File: src/rtl/seg7_pkg.sv
// rtl/seg7_pkg.sv - shared constants for the 4-digit 7-segment scan driver
package seg7_pkg;

  localparam logic [6:0] SEG_0     = 7'h40;
  localparam logic [6:0] SEG_1     = 7'h79;
  localparam logic [6:0] SEG_2     = 7'h24;
  localparam logic [6:0] SEG_3     = 7'h30;
  localparam logic [6:0] SEG_4     = 7'h19;
  localparam logic [6:0] SEG_5     = 7'h12;
  localparam logic [6:0] SEG_6     = 7'h02;
  localparam logic [6:0] SEG_7     = 7'h78;
  localparam logic [6:0] SEG_8     = 7'h00;
  localparam logic [6:0] SEG_9     = 7'h10;
  localparam logic [6:0] SEG_BLANK = 7'h7F;

  localparam logic [3:0] AN_OFF = 4'hF;

  localparam int IDX_W = 2;

  localparam logic [IDX_W-1:0] IDX_MIN1 = 2'd0;
  localparam logic [IDX_W-1:0] IDX_MIN2 = 2'd1;
  localparam logic [IDX_W-1:0] IDX_HR1  = 2'd2;
  localparam logic [IDX_W-1:0] IDX_HR2  = 2'd3;

endpackage

File: src/rtl/seg7_decode.sv
// rtl/seg7_decode.sv - BCD to active-low {g..a} segment pattern, blank above 9
module seg7_decode
  import seg7_pkg::*;
(
  input  logic [3:0] bcd_i,
  output logic [6:0] seg_o
);

  always_comb begin
    seg_o = SEG_BLANK;
    case (bcd_i)
      4'd0: seg_o = SEG_0;
      4'd1: seg_o = SEG_1;
      4'd2: seg_o = SEG_2;
      4'd3: seg_o = SEG_3;
      4'd4: seg_o = SEG_4;
      4'd5: seg_o = SEG_5;
      4'd6: seg_o = SEG_6;
      4'd7: seg_o = SEG_7;
      4'd8: seg_o = SEG_8;
      4'd9: seg_o = SEG_9;
      default: seg_o = SEG_BLANK;
    endcase
  end

endmodule

File: src/rtl/seg7_scan_driver.sv
// rtl/seg7_scan_driver.sv - time-multiplexed HH.MM display driver with per-frame digit snapshot
// Optional LEADING_ZERO_BLANK_EN blanks the hours-tens digit when it is zero.
module seg7_scan_driver
  import seg7_pkg::*;
#(
  parameter int REFRESH_DIV  = 50000,
  parameter int BLANK_CYCLES = 500
) (
  input  logic       clk,
  input  logic       rst,
  input  logic [3:0] min1,
  input  logic [3:0] min2,
  input  logic [3:0] hr1,
  input  logic [3:0] hr2,
  output logic [6:0] seg,
  output logic [3:0] an,
  output logic       dp
);

  localparam int CNT_W = $clog2(REFRESH_DIV);

  logic [CNT_W-1:0] div_cnt_q, div_cnt_d;
  logic [IDX_W-1:0] idx_q, idx_d;
  logic [15:0]      samp_q;
  logic [15:0]      snap_q, snap_d;
  logic [6:0]       seg_q, seg_d;
  logic [3:0]       an_q, an_d;
  logic             dp_q, dp_d;

  logic [15:0] live;
  logic        slot_end;
  logic        frame_start;
  logic [3:0]  cur_digit;
  logic [6:0]  dec_seg;

  assign live = {hr2, hr1, min2, min1};

  seg7_decode u_decode (
    .bcd_i (cur_digit),
    .seg_o (dec_seg)
  );

  always_comb begin
    slot_end    = (div_cnt_q == CNT_W'(REFRESH_DIV - 1));
    frame_start = slot_end && (idx_q == IDX_HR2);
    div_cnt_d   = slot_end ? '0 : div_cnt_q + 1'b1;
    idx_d       = slot_end ? idx_q + 1'b1 : idx_q;
    // Inputs cross from the slow timer domain: only accept them when two consecutive samples agree.
    snap_d      = (frame_start && (samp_q == live)) ? samp_q : snap_q;
    cur_digit   = snap_q[{idx_q, 2'b00} +: 4];

    an_d  = AN_OFF;
    seg_d = SEG_BLANK;
    dp_d  = 1'b1;
    if (div_cnt_q >= CNT_W'(BLANK_CYCLES)) begin
      an_d  = ~(4'b0001 << idx_q);
      seg_d = dec_seg;
      dp_d  = (idx_q != IDX_HR1);
`ifdef LEADING_ZERO_BLANK_EN
      if ((idx_q == IDX_HR2) && (snap_q[15:12] == 4'd0)) begin
        seg_d = SEG_BLANK;
      end
`endif
    end
  end

  always_ff @(posedge clk or posedge rst) begin
    if (rst) begin
      div_cnt_q <= '0;
      idx_q     <= IDX_MIN1;
      samp_q    <= '0;
      snap_q    <= '0;
      an_q      <= AN_OFF;
      seg_q     <= SEG_BLANK;
      dp_q      <= 1'b1;
    end else begin
      div_cnt_q <= div_cnt_d;
      idx_q     <= idx_d;
      samp_q    <= live;
      snap_q    <= snap_d;
      an_q      <= an_d;
      seg_q     <= seg_d;
      dp_q      <= dp_d;
    end
  end

  assign seg = seg_q;
  assign an  = an_q;
  assign dp  = dp_q;

endmodule

File: config.mk
export PLATFORM = sky130hd
export DESIGN_NAME = seg7_scan_driver
export DESIGN_NICKNAME = d
export VERILOG_FILES = /design/src/rtl/seg7_pkg.sv /design/src/rtl/seg7_decode.sv /design/src/rtl/seg7_scan_driver.sv
export SDC_FILE = /design/constraint.sdc
export NUM_CORES = 1
export LEC_CHECK = 0
export ABC_AREA = 0
export BUFFER_PORTS_ARGS = -buffer_cell sky130_fd_sc_hd__buf_4
export CAP_MARGIN = 25
export CORE_ASPECT_RATIO = 0.75
export CORE_MARGIN = 4
export CORE_UTILIZATION = 50
export DETAILED_ROUTE_END_ITERATION = 12
export PLACE_DENSITY = 0.67
export REMOVE_ABC_BUFFERS = 1
export SLEW_MARGIN = 40
export SYNTH_ARGS = -nofsm -noshare
export SYNTH_HDL_FRONTEND = slang
export SYNTH_SLANG_ARGS = --single-unit
File: constraint.sdc
create_clock -name clk -period 4.3 [get_ports clk]
set_clock_uncertainty 0.15 [all_clocks]
set_input_delay 0.86 -clock clk [delete_from_list [all_inputs] [get_ports clk]]
set_output_delay 0.86 -clock clk [all_outputs]
set_load 0.1 [all_outputs]
### Word level (Yosys, flattened, before mapping)

Memories as Yosys holds them, arrays and structs flattened.
Cells that the tools add are included.

| storage, ports and cells | value |
|---|---|
| register bits after elaboration | 62 |
| ROM bits | 112 |
| input bits | 18 |
| output and inout port bits | 12 |
| logic and storage cells | 24 |
| memories kept | 1 |

Memory list:

| name | words | width | rd ports | clocked after Yosys merged registers in | write ports | RTL line | RTL |
|---|---|---|---|---|---|---|---|
| (name not given) | 16 | 7 | 1 | 0 | 0 | seg7_decode.sv:11 | `case (bcd_i)` |

| cells by class | value |
|---|---|
| add/subtract/negate cells | 2 |
| $lt $le $gt $ge | 1 |
| equal/unequal tests | 4 |
| shift-type cells | 2 |
| muxes and demuxes | 4 |
| bitwise gates (word level) | 1 |
| reductions and logical operators | 2 |

Operators by type and width:

| operator | number |
|---|---|
| 16-bit by 1-bit adder with 16-bit output (second input constant) | 1 |
| 16-bit == test | 1 |
| 16-bit == test (second input constant) | 1 |
| 16-bit by 9-bit greater-or-equal comparator with 1-bit output (second input constant) | 1 |
| 16-bit two-way mux | 1 |
| 16-bit by 5-bit indexed part select with 4-bit output | 1 |
| 7-bit two-way mux | 1 |
| 4-bit two-way mux | 1 |
| 4-bit inverter | 1 |
| 1-bit by 2-bit left shift with 4-bit output (first input constant) | 1 |
| 2-bit by 1-bit adder with 2-bit output (second input constant) | 1 |
| 2-bit == test (second input constant) | 1 |
| 1-bit logical AND | 2 |
| 2-bit inequality test (second input constant) | 1 |
| 1-bit two-way mux | 1 |

### Depth between registers and ports, before layout

Gate-level depths: netlist of run 1.

| logic depth | value |
|---|---|
| depth in word-level cells | 3 |
| gate-level depth with buffers | 8 |
| mapped depth without buffers | 7 |

### Modules after synthesis

From an unflattened synthesis of run 1, not the netlist that was laid out.

| unflattened totals | value |
|---|---|
| cells, all modules | 224 |
| area total of the unflattened synthesis | 2,785.2 um^2 |

Modules (own cells, without submodules):

| module | instances | cells each | area each (um^2) | sequential area each (um^2) |
|---|---|---|---|---|
| seg7_scan_driver | 1 | 191 | 2,575.0 | 1,540.2 |
| seg7_decode | 1 | 33 | 210.2 | 0.0 |

### Worst setup path after synthesis of run 1

No wires, ideal clock.

| timing | value |
|---|---|
| path kind | register to register |
| start point | register div_cnt_q[13] |
| end point | register snap_q[0] |
| library setup time | 0.125 ns |
| data arrival time | 2.351 ns |
| required time | 4.025 ns |
| slack | 1.673 ns |
| cell stages (with the launch flop) | 8 |
| path buffers | 2 |
| period minus slack after synthesis | 2.627 ns |
| cell sequence | dfrtp_1 -> or4_4 -> nor4_4 -> nand4_1 -> or4_1 -> buf_4 -> buf_6 -> mux2_4 |

| between the ends | value |
|---|---|
| longest elaborated chain between the ends | 3 |

RTL lines:

| element | RTL line | RTL |
|---|---|---|
| from (decl) | seg7_scan_driver.sv:22 | `logic [CNT_W-1:0] div_cnt_q, div_cnt_d;` |
| from (signal assigned) | seg7_scan_driver.sv:77 | `div_cnt_q <= div_cnt_d;` |
| 16-bit == test | seg7_scan_driver.sv:44 | `slot_end = (div_cnt_q == CNT_W'(REFRESH_DIV - 1));` |
| 1-bit logical AND | seg7_scan_driver.sv:45 | `frame_start = slot_end && (idx_q == IDX_HR2);` |
| 1-bit logical AND | seg7_scan_driver.sv:49 | `snap_d = (frame_start && (samp_q == live)) ? samp_q : snap_q;` |
| to (signal assigned) | seg7_scan_driver.sv:80 | `snap_q <= snap_d;` |
| to (decl) | seg7_scan_driver.sv:25 | `logic [15:0] snap_q, snap_d;` |

No other way between the ends.
A chain may end at the register's enable or synchronous reset.

### Worst setup path after layout of run 1

| timing | value |
|---|---|
| start point | register div_cnt_q[13] |
| end point | register snap_q[3] |

The elaborated chain is that of the path after synthesis.

==> run summary, run 1 <==
H-Tree Depth - 3
Antenna violations before repair - 0
Fmax - 325 MHz
RSZ-0062 raised after global routing - false
Reg clk slew, reported paths - 0.07 ns
Clk pwr share - 0.471
Grt met1 use - 0.231
Via count - 1644
Slew Viols, Final - 0
Seq/Total Area, Yosys - 0.560
Worst r2r src - div_cnt_q[13]
CP peak stage delay - 0.85 ns
Grt peak-use layer - met1
Crit path launch type - flip-flop
Crit. End Element - flip-flop
Clk sinks - 61
Worst Hold End - div_cnt_q[13]
Length in cells of the worst reg-to-reg path - 6
Mean area per synthesized cell - 12.6 sq um
Final number of hold-violating endpoints - 0
Synth area leader - dfrtp_1
Tcrit/Tclk final - 0.716
Final non-filler cell area - 3260 sq um
Routability cong. - 0.782
Fraction of registers with async set/reset - 1.00
Status - completed
DRC - 0
Overflow after GRT - 0
Initial Util - 0.517
Relative slew slack - 0.523
Antenna Nets Post-Route - 0
Area of the multi-input gates - 1130 sq um
Top Ports - 30
Core ar. - 5320 sq um
Slew @ Worst Pin - 0.710 ns
Hold_buf cts - 0
DP Wirelength - 3360 um
Yosys top cell area share - 0.455
Total GRT Usage - 0.167
Pint - 930 uW
Met3 Use GR - 0.0839
Hold depth - 1
Count leader, synth - dfrtp_1
R2r setup slk - 1.22 ns
Pleak - 0.00146 uW
CTS root buf - clkbuf_8
DIE WIDTH - 93.7 um
Grt met2 use - 0.226
Cells after Synth - 218
Vias in the first global route - 1669
Share of cells above drive strength 1 - 0.322
Worst EP arrival - 3.16 ns
Maximum VDD drop - 0.167 mV
Row count - 23
Setup Crit Path Kind - reg -> reg
Main synth FF type - dfrtp_1
Fin crit period - 3.08 ns
Sw Ratio - 0.219
Yosys warns - 0
CP Cell Sequence - or4_4, nor4_4, buf_4, nand4_1, or4_2, mux2_4
R2R Path End - snap_q[3]
IO buf count - 29
Yosys cell types - 33
Setup Buffers After CTS - 0
# nets final - 282
Overall power - 1190 uW
Layout overhead on the synthesized area - 18.6%
TritonCTS clock tree - built
Slowest-stage cell, CP - or4_2
Max_cap viols - 0
Die Span Y - 72.2 um
Required time of the worst setup path - 4.38 ns
First-pass GRT wire length - 8200 um
DR WL/cell - 14.2 um
Placed cell area - 3040 sq um
Largest net degree at the start of global routing - 39
Sw Pwr - 260 uW
Hold_sp - div_cnt_q[13]
Ant diodes - 0
CTS Buffer Depth - 2
DR iter-0 viols - 53
Setup_tns - 0 ns
Post-CTS sizing - 0
Via-per-instance ratio - 4.94
Die footprint - 6770 sq um
Comb power frac - 0.035
Drt pass-1 iters - 4
Top cells by area, synth - dfrtp_1 45%, dfstp_2 11%, xnor2_1 5.7%
Most frequent cells after synthesis - 50 x dfrtp_1, 18 x xnor2_1, 17 x nor2_1, 13 x nand2_1, 13 x o21ai_0
Yosys reg bits - 61
Crit-path max FO - 16
Pwr/cell area - 365 nW/um^2
Flop pwr share - 0.494
Post-synth EDFFs - 0
Clk_lat worst skew - 0.35 ns
Final Setup Violations - 0
Total wire length - 4710 um
Num CTS Buffers - 9
Sequential cell area - 1540 sq um
Area of the mapped netlist - 2750 sq um
Fillers - 430
Hold Crit Class - reg -> reg
==> per-stage QoR <==
| stage | instances | util | setup slack [ns] | hold WS, ns |
|---|---|---|---|---|
| 2_1_floorplan | 211 | - | 1.28 | 0.313 |
| 3_3_place_gp | 317 | 0.570 | 1.22 | 0.334 |
| 3_5_place_dp | 317 | 0.570 | 1.15 | 0.335 |
| 4_1_cts | 333 | 0.612 | 1.18 | 0.350 |
| 5_1_grt | 333 | 0.613 | 1.09 | 0.364 |
| 6_report | 333 | 0.613 | 1.22 | 0.346 |
==> state kept, by name (all words and copies together) (netlist names) <==
signal	flops
div_cnt_q	16
idx_q	2
snap_q	16
an	4
seg	7
samp_q	16
==> routing by layer <==
| layer | vias up | wire [um] |
|---|---|---|
| met1 | 790 | 2420 |
| met5 | - | 0 |
| met4 | 0 | 55 |
| li1 | 819 | - |
| met2 | 28 | 2000 |
| met3 | 7 | 243 |
==> kinds of logic after synthesis <==
| kind of cell | synth area share |
|---|---|
| buf+inv | 0.0286 |
| mux | 0.119 |
| xor+xnor | 0.0891 |
| compound gates | 0.0346 |
| fa+ha+maj | 0.0500 |
| flops | 0.560 |
| simple gates | 0.119 |
==> placed cells by master, fill, tap and decap left out, types with 2 or more instances in the layout <==
cell type | Yosys | final
dfrtp_1 | 50 | 50
buf_4 | 2 | 31
xnor2_1 | 18 | 18
nor2_1 | 17 | 17
nand2_1 | 13 | 13
o21ai_0 | 13 | 12
ha_1 | 11 | 11
dfstp_2 | 11 | 11
xor2_1 | 10 | 10
mux2_4 | 10 | 10
inv_1 | 10 | 9
clkbuf_8 | 0 | 9
a21oi_1 | 6 | 6
nand4_1 | 6 | 6
mux2_2 | 6 | 6
nand3_1 | 5 | 5
mux4_2 | 4 | 4
nor4_1 | 3 | 3
clkinvlp_4 | 0 | 3
and4_1 | 2 | 2
mux2i_1 | 2 | 2
nor2b_1 | 2 | 2
or3_1 | 2 | 2
clkinv_4 | 0 | 2
bufinv_16 | 0 | 2
==> area by class of cell <==
class                           instances  area share
Sequential cell                        61       0.472
Multi-Input combinational cell        140       0.347
Timing Repair Buffer                   31      0.0713
Clock buffer                            9      0.0380
Clock inverter                          7      0.0307
Tap cell                               75      0.0288
Inverter                               10      0.0119
==> critical path: cells and delay by family (launching register included) <==
family | cells | cell delay (ns)
AND/OR/NAND/NOR | 4 | 1.79
flip-flops | 1 | 0.40
buffers and inverters | 1 | 0.23
multiplexers | 1 | 0.39
==> worst max path at each step <==
stage	depth (start not counted)	start	slack [ns]	endpoint
floorplan	5	div_cnt_q[13]	1.28	snap_q[0]
global placement	6	hr1[3]	1.22	snap_q[15]
detailed placement	6	hr1[3]	1.15	snap_q[4]
CTS	6	div_cnt_q[13]	1.18	snap_q[3]
global route	6	div_cnt_q[13]	1.09	snap_q[3]
finish	6	div_cnt_q[13]	1.22	snap_q[3]
==> power by group through the flow <==
stage / logic, uW / registers [uW] / clock network [uW]
after detailed placement: 43.1 / 599 / 0
after global routing: 47.8 / 589 / 600
after CTS: 43.4 / 588 / 577
after floorplan: 21.5 / 597 / 0
after global placement: 42.6 / 599 / 0
final: 41.8 / 588 / 560
Note: power is estimated with default switching activity, not from simulation.
==> run 2: changes to the inputs <==
- ABC_AREA: 0 -> 1
- PLACE_DENSITY: 0.67 -> 0.66
- clock period: 4.3 -> 3.1 ns (I/O delays scaled with it)
==> run 2 against run 1 <==
  * Largest cell class unchanged
  * Non-clock buffer count unchanged
  * Sequential power up 39%
  * Critical path type unchanged
  * Synthesized area up 10%
  * Critical path depth up 2
  * Highest routed layer unchanged
  * Combinational power up 62%
  * Register-to-register slack worse by 0.29 ns
==> run summary, run 2 <==
Setup Buffers After CTS - 0 (unchanged)
First-pass GRT wire length - 9890 um (+21%)
Crit-path max FO - 17 (+1)
Die footprint - 7370 sq um (+9.0%)
Synth Area in XOR/XNOR - 0.0232 (-0.0660)
Placed cell area - 3310 sq um (+9.1%)
Setup_tns - 0 ns (unchanged)
Compound-Gate Fraction of Synth Area - 0.0414 (+0.00680)
Multiplexer share of the synthesized area - 0.00455 (-0.115)
Clk sinks - 61 (unchanged)
H-Tree Depth - 3 (unchanged)
Fmax - 461 MHz (+42%)
CTS root buf - clkbuf_8
Yosys cell types - 32 (-3.0%)
Post-CTS sizing - 0 (unchanged)
Count leader, synth - nand2_1
# nets final - 429 (+52%)
DP Worst Slack - 0.802 ns (-0.350 ns)
Tcrit/Tclk final - 0.700 (-0.0159)
Crit. End Element - flip-flop
Hold_buf cts - 0 (unchanged)
Largest family of logic cells by synthesized area - simple AND/OR/NAND/NOR gates
Yosys warns - 0 (unchanged)
Overall power - 1670 uW (+40%)
Pleak - 0.00195 uW (+33%)
Vias in the first global route - 2133 (+28%)
Row count - 24 (+4.3%)
CP peak stage delay - 0.56 ns (-0.29 ns)
Seq/Total Area, Yosys - 0.509 (-0.0507)
Fraction of registers with async set/reset - 1.00 (unchanged)
Max_cap viols - 0 (unchanged)
Pwr/cell area - 472 nW/um^2 (+29%)
Final setup margin - 0.928 ns (-0.291 ns)
Top cells by area, synth - dfrtp_1 41%, nand2_1 16%, dfstp_2 9.6%
RSZ-0062 raised after global routing - false
Clk_lat worst skew - 0.34 ns (about the same)
Synth Area in Adders - 0.0455 (-0.00453)
Yosys top cell area share - 0.414 (-0.0412)
Finished Layout Cells - 483 (+45%)
Top Ports - 30 (unchanged)
Ant diodes - 0 (unchanged)
Hold Crit Class - in -> async
Via count - 2214 (+35%)
Yosys reg bits - 61 (unchanged)
Most frequent cells in the layout - 128 x nand2_1, 54 x inv_1, 50 x dfrtp_1
Total GRT Usage - 0.171 (+0.00399)
Antenna Nets Post-Route - 0 (unchanged)
Post-synth EDFFs - 0 (unchanged)
Core ar. - 5830 sq um (+9.4%)
TritonCTS clock tree - built
Synth area leader - dfrtp_1
Overflow after GRT - 0 (unchanged)
Layout overhead on the synthesized area - 16.9%
Fin crit period - 2.17 ns (-0.909 ns)
DR WL/cell - 11.2 um (-21%)
Cells after Synth - 364 (+67%)
Most frequent cells after synthesis - 128 x nand2_1, 55 x inv_1, 50 x dfrtp_1, 25 x nor2_1, 18 x nand4_1
IO buf count - 29 (unchanged)
Worst EP arrival - 2.24 ns (-0.92 ns)
Share of cells above drive strength 1 - 0.183 (-0.139)
Regs by FF count - div_cnt_q x16, samp_q x16, snap_q x16
Slowest-stage cell, CP - dfrtp_1
Crit path max-delay family - simple AND/OR/NAND/NOR gates
Slew @ Worst Pin - 0.633 ns (-0.0778 ns)
Most common cell after layout, fill and taps aside - nand2_1
Post-synthesis simple-gate area fraction - 0.289 (+0.171)
Reg clk slew, reported paths - 0.07 ns (about the same)
Final number of hold-violating endpoints - 0 (unchanged)
DP Wirelength - 4050 um (+21%)
Initial Util - 0.519 (+0.00253)
Slew Viols, Final - 0 (unchanged)
Relative slew slack - 0.578 (+0.0546)
Routability cong. - 0.793 (+1.5%)
Num CTS Buffers - 9 (unchanged)
CTS Buffer Depth - 2 (unchanged)
Crit path launch type - flip-flop
Total wire length - 5430 um (+15%)
Required time of the worst setup path - 3.17 ns (-1.21 ns)
CP Cell Sequence - ha_1, nand2_1, nor2_1, nand2_1, nor2_4, nand3_4, nand2_1, nand2_1
Crit-path most repeated cell - nand2_1
Dpl cells - 467 (+47%)
Largest net degree at the start of global routing - 25 (-36%)
Area of the mapped netlist - 3030 sq um (+10%)
Maximum VDD drop - 0.234 mV (+40%)
Antenna violations before repair - 0 (unchanged)
Via-per-instance ratio - 4.58 (-7.2%)
CP bufs+invs - 0 (-1)
DRC - 0 (unchanged)
DR iter-0 viols - 77 (+45%)
Setup Crit Path Kind - reg -> reg
Final non-filler cell area - 3540 sq um (+8.4%)
Drt pass-1 iters - 4 (unchanged)
Final Setup Violations - 0 (unchanged)
Mean area per synthesized cell - 8.31 sq um (-34%)
Main synth FF type - dfrtp_1
Die Span Y - 75.4 um (+4.3%)
DIE WIDTH - 97.8 um (+4.4%)
Status - completed
run 2: cell count changes in the layout (fill, tap and decap cells not counted), moves of 5 or more:
| cell | change |
|---|---|
| inv_1 | +45 |
| mux2_2 | -6 |
| mux2_4 | -10 |
| nand2_1 | +115 |
| nand3_1 | +10 |
| nand4_1 | +12 |
| nor2_1 | +8 |
| xnor2_1 | -15 |
| xor2_1 | -5 |
run 2: stage by stage:
stage               hold slack (ns)  utilization
floorplan                     0.299            -
global placement              0.318        0.569
detailed placement            0.322        0.569
CTS                           0.149        0.607
global route                  0.162        0.607
finish                        0.148        0.607
run 2: logic make-up after synthesis:
kind of cell / Yosys count
flops: 61
buf+inv: 64
mux: 1
compound gates: 21
simple gates: 198
fa+ha+maj: 11
xor+xnor: 8
run 2: where the power goes:
part | internal [uW] | switching [uW]
Clock | 494 | 291
Sequential | 808 | 8.69
Combinational | 27.7 | 40.0
run 2: per-layer routing:
metal  GRT usage  part of all wire  vias to the layer above
met2       0.248              0.40                       42
met1       0.236              0.53                      970
met4      0.0553            0.0098                        0
met5           0                 0                        -
met3      0.0714             0.056                        7
li1            -                 -                     1195
run 2: layout make-up:
class,count,area [sq um]
fill,571,2290
sequential,61,1540
multi-input combinational,239,1220
timing repair buffer,31,233
inverter,58,219
clock buffer,12,155
tap,78,97.6
clock inverter,4,70.1
run 2: final timing paths:
kind | from | to | slack (ns) | cells past startpoint
setup / recovery | idx_q[0] | snap_q[14] | 0.93 | 8
hold / removal | rst | samp_q[12] | 0.15 | 2
setup reg to reg | idx_q[0] | snap_q[14] | 0.93 | 8
min in group clk | min1[2] | samp_q[2] | 0.24 | 1
hold reg to reg | div_cnt_q[0] | div_cnt_q[0] | 0.33 | 1
max in group asynchronous | rst | seg[5] | 1.92 | 3
==> run 3: changes to the inputs <==
- clock period: 3.1 -> 2.25 ns (I/O delays scaled with it)
==> run 3 against run 2 <==
  * Final cell count increased by 0.21%
  * Flip-flop and latch count unchanged
  * Combinational power increased by 40%
  * Sequential share of layout area increased by 0.55 points
  * Via count increased by 2.7%
  * Total power increased by 21%
  * Largest cell class unchanged
==> run summary, run 3 (same netlist as run 2, synthesis figures left out) <==
Most frequent cells in the layout - 128 x nand2_1, 54 x inv_1, 49 x dfrtp_1
CTS root buf - clkbuf_8
Top Ports - 30 (unchanged)
Crit path launch type - flip-flop
Total wire length - 5390 um (-0.79%)
Regs by FF count - div_cnt_q x16, samp_q x16, snap_q x16
Crit path max-delay family - flip-flops
Core ar. - 5830 sq um (unchanged)
Overflow after GRT - 0 (unchanged)
Post-layout util - 0.600 (-0.00709)
Pleak - 0.00193 uW (-1.2%)
Row count - 24 (unchanged)
CP Cell Sequence - inv_2, nand2_1, nand2_1, mux2i_2, inv_1, ha_1, o21ai_1, inv_1, nand2_1, nand2_1
Total GRT Usage - 0.162 (-0.00885)
CP bufs+invs - 3 (+3)
Antenna Nets Post-Route - 0 (unchanged)
Antenna violations before repair - 0 (unchanged)
Fmax - 502 MHz (+9.1%)
IO buf count - 29 (unchanged)
Crit. End Element - flip-flop
Layout overhead on the synthesized area - 15.5%
Final number of hold-violating endpoints - 0 (unchanged)
DRC - 0 (unchanged)
Crit-path most repeated cell - nand2_1
Maximum VDD drop - 0.391 mV (+67%)
Die footprint - 7370 sq um (unchanged)
Final Setup Violations - 0 (unchanged)
CTS Buffer Depth - 2 (unchanged)
Setup Crit Path Kind - reg -> reg
Post-CTS sizing - 0 (unchanged)
Worst EP arrival - 2.09 ns (-0.15 ns)
Die Span Y - 75.4 um (unchanged)
Routability cong. - 0.788 (-0.72%)
Required time of the worst setup path - 2.35 ns (-0.82 ns)
Final setup margin - 0.259 ns (-0.669 ns)
Most common cell after layout, fill and taps aside - nand2_1
Via-per-instance ratio - 4.70 (+2.5%)
Slew Viols, Final - 0 (unchanged)
Drt pass-1 iters - 4 (unchanged)
Crit-path max FO - 12 (-5)
DIE WIDTH - 97.8 um (unchanged)
Via count - 2273 (+2.7%)
Initial Util - 0.519 (unchanged)
Status - completed
H-Tree Depth - 3 (unchanged)
Setup Buffers After CTS - 0 (unchanged)
DR WL/cell - 11.1 um (-1.0%)
Hold_buf cts - 0 (unchanged)
Hold Crit Class - in -> async
Clk sinks - 61 (unchanged)
DP Worst Slack - 0.176 ns (-0.626 ns)
Max_cap viols - 0 (unchanged)
R2r setup slk - 0.26 ns (-0.67 ns)
RSZ-0062 raised after global routing - false
DP Wirelength - 3970 um (-1.9%)
Share of cells above drive strength 1 - 0.180 (-0.00291)
TritonCTS clock tree - built
Fillers - 563 (-1.4%)
Clk_lat worst skew - 0.33 ns (about the same)
Fin Hold WS - 0.0217 ns (-0.126 ns)
Vias in the first global route - 2090 (-2.0%)
DR iter-0 viols - 83 (+7.8%)
Slew @ Worst Pin - 0.368 ns (-0.264 ns)
CP peak stage delay - 0.47 ns (-0.09 ns)
Tcrit/Tclk final - 0.885 (+0.184)
# nets final - 430 (+0.23%)
Setup_tns - 0 ns (unchanged)
Ant diodes - 0 (unchanged)
Relative slew slack - 0.750 (+0.172)
Reg clk slew, reported paths - 0.06 ns (about the same)
Pwr/cell area - 580 nW/um^2 (+23%)
Fin crit period - 1.99 ns (-0.181 ns)
Slowest-stage cell, CP - dfrtp_2
Overall power - 2030 uW (+21%)
Num CTS Buffers - 9 (unchanged)
First-pass GRT wire length - 9440 um (-4.5%)
Largest net degree at the start of global routing - 62 (+150%)
## run 3: where the power goes
group	switching (uW)	internal, uW	total [uW]
registers	11.8	1110	1120
logic	55.0	40.1	95.1
clock network	380	427	807
## run 3: layout make-up
| class | instances | area, sq um | area share |
|---|---|---|---|
| Tap cell | 78 | 97.6 | 0.0279 |
| Clock inverter | 2 | 10.0 | 0.00286 |
| Inverter | 58 | 219 | 0.0626 |
| Sequential cell | 61 | 1540 | 0.441 |
| Multi-Input combinational cell | 239 | 1220 | 0.350 |
| Timing Repair Buffer | 32 | 253 | 0.0723 |
| Clock buffer | 14 | 153 | 0.0437 |
## run 3: path summary, 6_finish.rpt
| path | start | to | depth (start not counted) |
|---|---|---|---|
| max in group asynchronous | rst | seg[0] | 3 |
| min reg2reg | snap_q[6] | snap_q[6] | 2 |
| max | idx_q[0] | seg[5] | 10 |
| min | rst | samp_q[8] | 3 |
| max reg2reg | idx_q[0] | seg[5] | 10 |
| min in group clk | min1[2] | samp_q[2] | 1 |
## run 3: stage by stage
stage | instances | area, sq um
after floorplan | 358 | 2980
after global placement | 468 | 3330
after detailed placement | 468 | 3330
after global routing | 484 | 3500
final | 484 | 3500
after CTS | 484 | 3490
## run 3: worst register-to-register path, cell delays in order, from the launching register on
cell and delay (ns):
dfrtp_2 0.47, inv_2 0.14, nand2_1 0.08, nand2_1 0.06, mux2i_2 0.32, inv_1 0.11, ha_1 0.21, o21ai_1 0.19
inv_1 0.07, nand2_1 0.06, nand2_1 0.06
## run 3: metal layers
| layer | vias to the layer above | routed length [um] | track usage |
|---|---|---|---|
| li1 | 1208 | - | - |
| met1 | 1016 | 2850 | 0.232 |
| met2 | 47 | 2230 | 0.237 |
| met3 | 2 | 288 | 0.0622 |
| met4 | 0 | 15 | 0.0369 |
| met5 | - | 0 | 0 |
